## config.mk

```make
export PLATFORM = sky130hd
export DESIGN_NAME = multicycle_controller_flat
export DESIGN_NICKNAME = d
export VERILOG_FILES = /design/src/rtl/riscv_ctrl_pkg.sv /design/src/rtl/multicycle_controller_if.sv /design/src/rtl/instr_decoder.sv /design/src/rtl/multicycle_controller.sv /design/src/flat_wrapper.sv
export SDC_FILE = /design/constraint.sdc
export NUM_CORES = 1
export LEC_CHECK = 0
export ABC_CLOCK_PERIOD_IN_PS = 1400
export CAP_MARGIN = 5
export CORE_MARGIN = 3
export CORE_UTILIZATION = 36
export CTS_CLUSTER_SIZE = 40
export DETAILED_ROUTE_END_ITERATION = 12
export PLACE_DENSITY = 0.79
export SLEW_MARGIN = 10
export SYNTH_ARGS = -nofsm -noshare
export SYNTH_HDL_FRONTEND = slang
export SYNTH_HIERARCHICAL = 1
export SYNTH_SLANG_ARGS = --single-unit
```

## constraint.sdc

```tcl
create_clock -name clk -period 1.4 [get_ports clk]
set_clock_uncertainty 0.05 [all_clocks]
set_input_delay 0.28 -clock clk [delete_from_list [all_inputs] [get_ports clk]]
set_output_delay 0.28 -clock clk [all_outputs]
set_load 0.01 [all_outputs]
```

## src/rtl/riscv_ctrl_pkg.sv

```systemverilog
// rtl/riscv_ctrl_pkg.sv - opcodes, FSM states and datapath select encodings for the multicycle control unit
package riscv_ctrl_pkg;

    localparam logic [6:0] OP_LOAD  = 7'd3;
    localparam logic [6:0] OP_STORE = 7'd35;
    localparam logic [6:0] OP_R     = 7'd51;
    localparam logic [6:0] OP_I     = 7'd19;
    localparam logic [6:0] OP_BEQ   = 7'd99;
    localparam logic [6:0] OP_JAL   = 7'd111;

    typedef enum logic [3:0] {
        FETCH, DECODE, MEMADR, MEMREAD, MEMWB, MEMWRITE,
        EXECUTER, EXECUTEI, ALUWB, BEQ, JAL, ERROR
    } state_t;

    localparam logic [1:0] SRCA_PC    = 2'b00;
    localparam logic [1:0] SRCA_OLDPC = 2'b01;
    localparam logic [1:0] SRCA_RS1   = 2'b10;

    localparam logic [1:0] SRCB_RS2   = 2'b00;
    localparam logic [1:0] SRCB_IMM   = 2'b01;
    localparam logic [1:0] SRCB_FOUR  = 2'b10;

    localparam logic [1:0] RES_ALUOUT = 2'b00;
    localparam logic [1:0] RES_DATA   = 2'b01;
    localparam logic [1:0] RES_ALU    = 2'b10;

    localparam logic [1:0] ALUOP_ADD   = 2'b00;
    localparam logic [1:0] ALUOP_SUB   = 2'b01;
    localparam logic [1:0] ALUOP_FUNCT = 2'b10;

    localparam logic [1:0] IMM_I = 2'b00;
    localparam logic [1:0] IMM_S = 2'b01;
    localparam logic [1:0] IMM_B = 2'b10;
    localparam logic [1:0] IMM_J = 2'b11;

endpackage

```

## src/rtl/multicycle_controller_if.sv

```systemverilog
// rtl/multicycle_controller_if.sv - control bus between the sequencing FSM and the multicycle datapath
interface multicycle_controller_if;

    logic [6:0] Op;
    logic       Zero;
    logic       MemReady;
    logic       MemReq;
    logic       MemWrite;
    logic       AdrSrc;
    logic       IRWrite;
    logic       PCWrite;
    logic       RegWrite;
    logic [1:0] ALUSrcA;
    logic [1:0] ALUSrcB;
    logic [1:0] ALUOp;
    logic [1:0] ResultSrc;
    logic [1:0] ImmSrc;
    logic       InstrDone;
    logic       Illegal;

    modport master (
        input  Op, Zero, MemReady,
        output MemReq, MemWrite, AdrSrc, IRWrite, PCWrite, RegWrite,
               ALUSrcA, ALUSrcB, ALUOp, ResultSrc, ImmSrc, InstrDone, Illegal
    );

    modport slave (
        output Op, Zero, MemReady,
        input  MemReq, MemWrite, AdrSrc, IRWrite, PCWrite, RegWrite,
               ALUSrcA, ALUSrcB, ALUOp, ResultSrc, ImmSrc, InstrDone, Illegal
    );

endinterface

```

## src/rtl/instr_decoder.sv

```systemverilog
// rtl/instr_decoder.sv - opcode to immediate format and post-DECODE state target
module instr_decoder
    import riscv_ctrl_pkg::*;
(
    input  logic [6:0] op,
    output logic [1:0] imm_src,
    output state_t     decode_next
);

    always_comb begin
        imm_src     = IMM_I;
        decode_next = ERROR;
        case (op)
            OP_LOAD:  begin imm_src = IMM_I; decode_next = MEMADR;   end
            OP_STORE: begin imm_src = IMM_S; decode_next = MEMADR;   end
            OP_R:     begin imm_src = IMM_I; decode_next = EXECUTER; end
            OP_I:     begin imm_src = IMM_I; decode_next = EXECUTEI; end
            OP_BEQ:   begin imm_src = IMM_B; decode_next = BEQ;      end
            OP_JAL:   begin imm_src = IMM_J; decode_next = JAL;      end
            default:  begin imm_src = IMM_I; decode_next = ERROR;    end
        endcase
    end

endmodule

```

## src/rtl/multicycle_controller.sv

```systemverilog
// rtl/multicycle_controller.sv - per-instruction state walk driving the shared ALU, memory port and IR
module multicycle_controller
    import riscv_ctrl_pkg::*;
(
    input  logic                  clk,
    input  logic                  reset,
    multicycle_controller_if.master bus
);

    state_t state;
    state_t next_state;
    state_t decode_next;
    logic [1:0] imm_src;

    instr_decoder u_instr_decoder (
        .op          (bus.Op),
        .imm_src     (imm_src),
        .decode_next (decode_next)
    );

    always_ff @(posedge clk or posedge reset) begin
        if (reset) state <= FETCH;
        else       state <= next_state;
    end

    always_comb begin
        next_state = state;
        case (state)
            FETCH:    if (bus.MemReady) next_state = DECODE;
            DECODE:   next_state = decode_next;
            MEMADR:   next_state = (bus.Op == OP_LOAD) ? MEMREAD : MEMWRITE;
            MEMREAD:  if (bus.MemReady) next_state = MEMWB;
            MEMWB:    next_state = FETCH;
            MEMWRITE: if (bus.MemReady) next_state = FETCH;
            EXECUTER: next_state = ALUWB;
            EXECUTEI: next_state = ALUWB;
            ALUWB:    next_state = FETCH;
            BEQ:      next_state = FETCH;
            JAL:      next_state = ALUWB;
            default:  next_state = ERROR;
        endcase
    end

    // Moore decode; only the fetch strobes, the beq PC enable and store retirement look at inputs.
    always_comb begin
        bus.MemReq    = 1'b0;
        bus.MemWrite  = 1'b0;
        bus.AdrSrc    = 1'b0;
        bus.IRWrite   = 1'b0;
        bus.PCWrite   = 1'b0;
        bus.RegWrite  = 1'b0;
        bus.ALUSrcA   = SRCA_PC;
        bus.ALUSrcB   = SRCB_RS2;
        bus.ALUOp     = ALUOP_ADD;
        bus.ResultSrc = RES_ALUOUT;
        bus.InstrDone = 1'b0;
        bus.Illegal   = 1'b0;
        case (state)
            FETCH: begin
                bus.MemReq    = 1'b1;
                bus.ALUSrcB   = SRCB_FOUR;
                bus.ResultSrc = RES_ALU;
                bus.IRWrite   = bus.MemReady;
                bus.PCWrite   = bus.MemReady;
            end
            DECODE: begin
                bus.ALUSrcA = SRCA_OLDPC;
                bus.ALUSrcB = SRCB_IMM;
            end
            MEMADR: begin
                bus.ALUSrcA = SRCA_RS1;
                bus.ALUSrcB = SRCB_IMM;
            end
            MEMREAD: begin
                bus.MemReq = 1'b1;
                bus.AdrSrc = 1'b1;
            end
            MEMWB: begin
                bus.ResultSrc = RES_DATA;
                bus.RegWrite  = 1'b1;
                bus.InstrDone = 1'b1;
            end
            MEMWRITE: begin
                bus.MemReq    = 1'b1;
                bus.MemWrite  = 1'b1;
                bus.AdrSrc    = 1'b1;
                bus.InstrDone = bus.MemReady;
            end
            EXECUTER: begin
                bus.ALUSrcA = SRCA_RS1;
                bus.ALUOp   = ALUOP_FUNCT;
            end
            EXECUTEI: begin
                bus.ALUSrcA = SRCA_RS1;
                bus.ALUSrcB = SRCB_IMM;
                bus.ALUOp   = ALUOP_FUNCT;
            end
            ALUWB: begin
                bus.RegWrite  = 1'b1;
                bus.InstrDone = 1'b1;
            end
            BEQ: begin
                bus.ALUSrcA   = SRCA_RS1;
                bus.ALUOp     = ALUOP_SUB;
                bus.PCWrite   = bus.Zero;
                bus.InstrDone = 1'b1;
            end
            JAL: begin
                bus.ALUSrcA = SRCA_OLDPC;
                bus.ALUSrcB = SRCB_FOUR;
                bus.PCWrite = 1'b1;
            end
            default: bus.Illegal = 1'b1;
        endcase
    end

    assign bus.ImmSrc = imm_src;

endmodule

```

## src/flat_wrapper.sv

```systemverilog
// flat-port wrapper written by rule: the top's interface ports become plain ports
module multicycle_controller_flat import riscv_ctrl_pkg::*;
  (clk, reset, bus_Op, bus_Zero, bus_MemReady, bus_MemReq, bus_MemWrite, bus_AdrSrc, bus_IRWrite, bus_PCWrite, bus_RegWrite, bus_ALUSrcA, bus_ALUSrcB, bus_ALUOp, bus_ResultSrc, bus_ImmSrc, bus_InstrDone, bus_Illegal);
  multicycle_controller_if bus_i ();
  input  logic clk;
  input  logic reset;
  input wire logic [$bits(bus_i.Op)-1:0] bus_Op;
  input wire logic [$bits(bus_i.Zero)-1:0] bus_Zero;
  input wire logic [$bits(bus_i.MemReady)-1:0] bus_MemReady;
  output wire logic [$bits(bus_i.MemReq)-1:0] bus_MemReq;
  output wire logic [$bits(bus_i.MemWrite)-1:0] bus_MemWrite;
  output wire logic [$bits(bus_i.AdrSrc)-1:0] bus_AdrSrc;
  output wire logic [$bits(bus_i.IRWrite)-1:0] bus_IRWrite;
  output wire logic [$bits(bus_i.PCWrite)-1:0] bus_PCWrite;
  output wire logic [$bits(bus_i.RegWrite)-1:0] bus_RegWrite;
  output wire logic [$bits(bus_i.ALUSrcA)-1:0] bus_ALUSrcA;
  output wire logic [$bits(bus_i.ALUSrcB)-1:0] bus_ALUSrcB;
  output wire logic [$bits(bus_i.ALUOp)-1:0] bus_ALUOp;
  output wire logic [$bits(bus_i.ResultSrc)-1:0] bus_ResultSrc;
  output wire logic [$bits(bus_i.ImmSrc)-1:0] bus_ImmSrc;
  output wire logic [$bits(bus_i.InstrDone)-1:0] bus_InstrDone;
  output wire logic [$bits(bus_i.Illegal)-1:0] bus_Illegal;
  assign bus_i.Op = bus_Op;
  assign bus_i.Zero = bus_Zero;
  assign bus_i.MemReady = bus_MemReady;
  assign bus_MemReq = bus_i.MemReq;
  assign bus_MemWrite = bus_i.MemWrite;
  assign bus_AdrSrc = bus_i.AdrSrc;
  assign bus_IRWrite = bus_i.IRWrite;
  assign bus_PCWrite = bus_i.PCWrite;
  assign bus_RegWrite = bus_i.RegWrite;
  assign bus_ALUSrcA = bus_i.ALUSrcA;
  assign bus_ALUSrcB = bus_i.ALUSrcB;
  assign bus_ALUOp = bus_i.ALUOp;
  assign bus_ResultSrc = bus_i.ResultSrc;
  assign bus_ImmSrc = bus_i.ImmSrc;
  assign bus_InstrDone = bus_i.InstrDone;
  assign bus_Illegal = bus_i.Illegal;
  multicycle_controller u_core (.clk(clk), .reset(reset), .bus(bus_i));
endmodule
```

==> results.yml, run 1 <==
outcome:
  lastStage: "global routing"
  error: "[ERROR DPL-0038] Utilization greater than 100%, impossible to legalize"
  status: "did not finish"
logic_synthesis:
  netlist_top_cells_count: "nor2_1, nand2_1, a21oi_1, nand2b_1, nor2b_1"
  async_flop_share: 1.000
  ys.flop_type: "dfrtp_1"
  synth_compound_area_frac: 0.2698
  synth_edf_count: 0
  post-synth-top-count-cell: "nor2_1"
  ys_seq_elements: 4
  synth_top_family_by_area: "simple AND/OR/NAND/NOR gates"
  yosysUniqueCellTypes: 36
  yosys.area_share.simple: 0.4604
  syn-cell-area_um2: 616.8
  postSynthCellCount: 90
  synth-warning-count: 6
  avgSynthCellArea_um2: 6.854
  synth_top_area_frac: 0.1623
  synth_xor_xnor_area_share: 0.04260
  synth_area_leader_cell: "dfrtp_1"
  synthTopCellsByArea: "dfrtp_1, nor2_1, nand2b_1, nor2b_1, nand2_1"
  synth_nets: 101
  yosysSeqAreaShare: 0.1623
  synthAdderAreaFrac: 0
  synth.mux.area_fraction: 0
cts:
  cts_root_buffer: "clkbuf_4"
  clock-sinks: 4
  numCtsBuffers: 3
  cts_max_level: 1
  clock_path_buffers: 2
grt:
  grt_start_max_net_pins: 8
floorplanning:
  die_w_um: 47.40
  row_count: 14
  start_util: 0.3957
  die_y_um: 47.40
  num_io_pins: 29
place:
  hpwl_um: 1814
  placed_area_um2: 1152
  portBuffers: 28
  dp_cells: 160
  place_congestion: 0.7947
timing:
  worst_endpoint_kind: "top-level output"
  crit_endpoint: "bus_PCWrite"
==> cells by family after synthesis <==
logic type,count (synthesis)
and+or+nand+nor,52
DFF,4
buffers and inverters,8
AOI/OAI and AO/OA,23
xor gates and xnor gates,3
==> what timing repair did <==
item                                   4_1_cts
pin swaps                                   21
hold buffers                                 0
gates resized for setup                    144
buffers inserted                            20
setup endpoints to repair                   21
endpoints found under the hold margin        0
==> metrics by stage <==
step                hold WS (ps)  TNS, ps  setup WS (ps)
floorplan                 -3.918   -5.234         -5.234
global placement           418.8   -10620         -711.2
detailed placement         429.8   -11060         -708.6
CTS                        168.6    -4982         -377.0
==> run 2, diff against run 1 <==
ABC_CLOCK_PERIOD_IN_PS = 1800   (was 1400)
CORE_AREA = 3 3 64 66   (was not set)
CORE_MARGIN = not set   (was 3)
CORE_UTILIZATION = not set   (was 36)
CTS_CLUSTER_SIZE = not set   (was 40)
DIE_AREA = 0 0 67 69   (was not set)
PLACE_DENSITY = not set   (was 0.79)
PLACE_DENSITY_LB_ADDON = 0.15   (was not set)
clock period = 1.8 ns   (was 1.4 ns; I/O delays follow)
==> run 2 against run 1 <==
Effect of this change: area after synthesis unchanged; the flow now finishes, with violations (setup timing); synthesized cell count stayed put.
==> results.yml, run 2 <==
critical_path:
  path_max_fanout: 4
  path_buf_inv: 2
  cpPeakStageDelay_ps: 420
  critPathLaunchType: "register"
  regToRegEndpoint: "u_core/state[2]"
  path_depth: 6
  worstSetupPathType: "reg -> out"
  r2r_slack_ps: 100
  end_kind: "primary output"
  cpMaxStageDelayCell: "dfrtp_2"
  worstSetupStartpoint: "u_core/state[0]"
  crit_chain: "buf_4, nor3b_2, a31oi_1, o22a_1, nor2_1, buf_2"
  cp.arrival_ps: 1400
  required_ps: 1390
  cp-endpoint: "bus_PCWrite"
  rr_startpoint: "u_core/state[3]"
  rr_worst_depth: 5
  cp_top_family: "flip-flops"
logic_synthesis:
  yosysUniqueCellTypes: 36
  syn-cell-area_um2: 616.8
  synth_nets: 101
  ys.flop_type: "dfrtp_1"
  netlist_top_cells_count: "nor2_1, nand2_1, a21oi_1, nand2b_1, nor2b_1"
  synth_area_leader_cell: "dfrtp_1"
  ys_seq_elements: 4
  synth-warning-count: 6
  avgSynthCellArea_um2: 6.854
  async_flop_share: 1.000
  synthTopCellsByArea: "dfrtp_1, nor2_1, nand2b_1, nor2b_1, nand2_1"
  post-synth-top-count-cell: "nor2_1"
  yosysSeqAreaShare: 0.1623
  synth_edf_count: 0
  synth_top_area_frac: 0.1623
  postSynthCellCount: 90
timing:
  finalHoldViolations: 0
  fmax_ghz: 0.5511
  min_period_over_period: 1.008
  final_max_slew_viol_count: 0
  period_needed_ps: 1815
  maxSlewHeadroom: 0.7486
  worstMarginPinSlew_ps: 371.2
  setup_viol: 2
  setup_ws_ps: -14.64
  rsz0062_at_grt: "yes"
floorplanning:
  die_y_um: 69
  row_count: 22
  num_io_pins: 29
  die_w_um: 67
  start_util: 0.1698
  placeableCoreArea_um2: 3633
  dieArea_um2: 4623
cts:
  tritoncts: "yes"
  cts_max_level: 1
  clock_path_buffers: 2
  holdBufCountCts: 0
  clock-sinks: 4
  numCtsBuffers: 3
  cts_root_buffer: "clkbuf_8"
  path_clk_slew_ps: 30
  clock_latency_ps: 220
layout:
  area_growth_pct: 125.8
  regMostFlops: "u_core/state"
  largest_reg_flops: 4
  reg_top3: "u_core/state x4"
  layout_common_cells: "buf_4, buf_2, nor2_1, dlygate4sd2_1, buf_6"
  drive_above_1_share: 0.5680
  finalNonFillerCells: 217
  mostFrequentLayoutCell: "buf_4"
  nNetsFinal: 182
  diodes: 0
grt:
  grt_pass1_vias: 910
  grt_antenna_before_repair: 0
  grt_pass1_wl_um: 4305
  gr-total-overflow: 0
  grt_use_total: 0.1186
  grt_start_max_net_pins: 8
place:
  dp_cells: 198
  pre_cts_ws_ps: -550.2
  place_congestion: 0.8403
  hpwl_um: 1864
  portBuffers: 28
drt:
  routed_wl_um: 2604
  drc_errors: 0
  antenna_left: 0
  num_vias: 949
  met2WireLength_um: 1181
  avgRoutedWirePerCell_um: 12.00
  met1_length_um: 1278
  drt_pass1_iterations: 4
  met3RoutedLength_um: 125
  drt_iter0_markers: 41
  top_layer: "met4"
  vias_per_cell: 4.373
power:
  power_leakage_nw: 0.6939
  powerDensity_nw_per_um2: 1590
  peakVddDrop_v: 0.0006228
hold_path:
  hp-class: "in -> async"
outcome:
  violations: "setup timing"
  status: "finished, violations left"
run:
  max_cap_violations: 0
run 2: cell counts after synthesis:
Identical to the previous run, type by type.
run 2: area by class of cell:
class | count | area, um2
Sequential cell | 4 | 103.9
Timing Repair Buffer | 81 | 620.6
Tap cell | 48 | 60.06
Fill cell | 429 | 2241
Multi-Input combinational cell | 78 | 553.0
Inverter | 3 | 13.76
Clock buffer | 3 | 41.29
run 2: what timing repair did:
action / in CTS / in global routing
buffers inserted: 15 / 3
pin swaps: 9 / 7
gates cloned: 0 / 0
setup endpoints to repair: 20 / 14
resized for setup: 85 / 22
run 2: how the worst min path moves through the flow:
stage,start,endpoint,cells after the start
after detailed placement,reset,u_core/state[2],2
after CTS,reset,u_core/state[2],2
final,reset,u_core/state[1],2
after floorplan,reset,u_core/state[0],1
after global placement,reset,u_core/state[2],2
after global routing,reset,u_core/state[3],2
run 2: where the power goes:
group / internal, mW / total (mW) / switching (mW)
clock network: 0.142 / 0.187 / 0.0449
registers: 0.138 / 0.202 / 0.0642
logic: 1.01 / 1.82 / 0.819
run 2: worst register-to-register path, delay by kind of cell (launching register included):
kind / cells / cell delay (ps)
AND/OR/NAND/NOR: 1 / 260
flip-flops: 1 / 450
AO/OA/AOI/OAI: 2 / 490
buffers and inverters: 2 / 310
run 2: cell families (layout without fill, tap and decap cells):
logic type / count (synthesis) / in the layout / share of synthesized area
AOI/OAI and AO/OA: 23 / 23 / 0.2698
buffers and inverters: 8 / 87 / 0.06490
and+or+nand+nor: 52 / 52 / 0.4604
DFF: 4 / 4 / 0.1623
xor gates and xnor gates: 3 / 3 / 0.04260
run 2: layer usage:
metal / up-vias / GRT usage
li1: 484 / -
met1: 433 / 0.1785
met5: - / 0
met4: 0 / 0.02703
met2: 29 / 0.1736
met3: 3 / 0.01954
run 2: per-stage QoR:
stage	setup TNS [ps]	power, mW	hold slack (ps)	cell area [um2]	utilization
floorplan	0	0.8785	76.08	616.8	-
global placement	-4825	1.747	505.4	1206	0.3320
detailed placement	-4773	1.739	517.0	1206	0.3320
CTS	-74.62	2.031	295.3	1321	0.3636
global route	-403.2	2.407	301.1	1393	0.3833
finish	-26.16	2.214	289.1	1393	0.3833
Note: power is estimated with default switching activity, not from simulation.
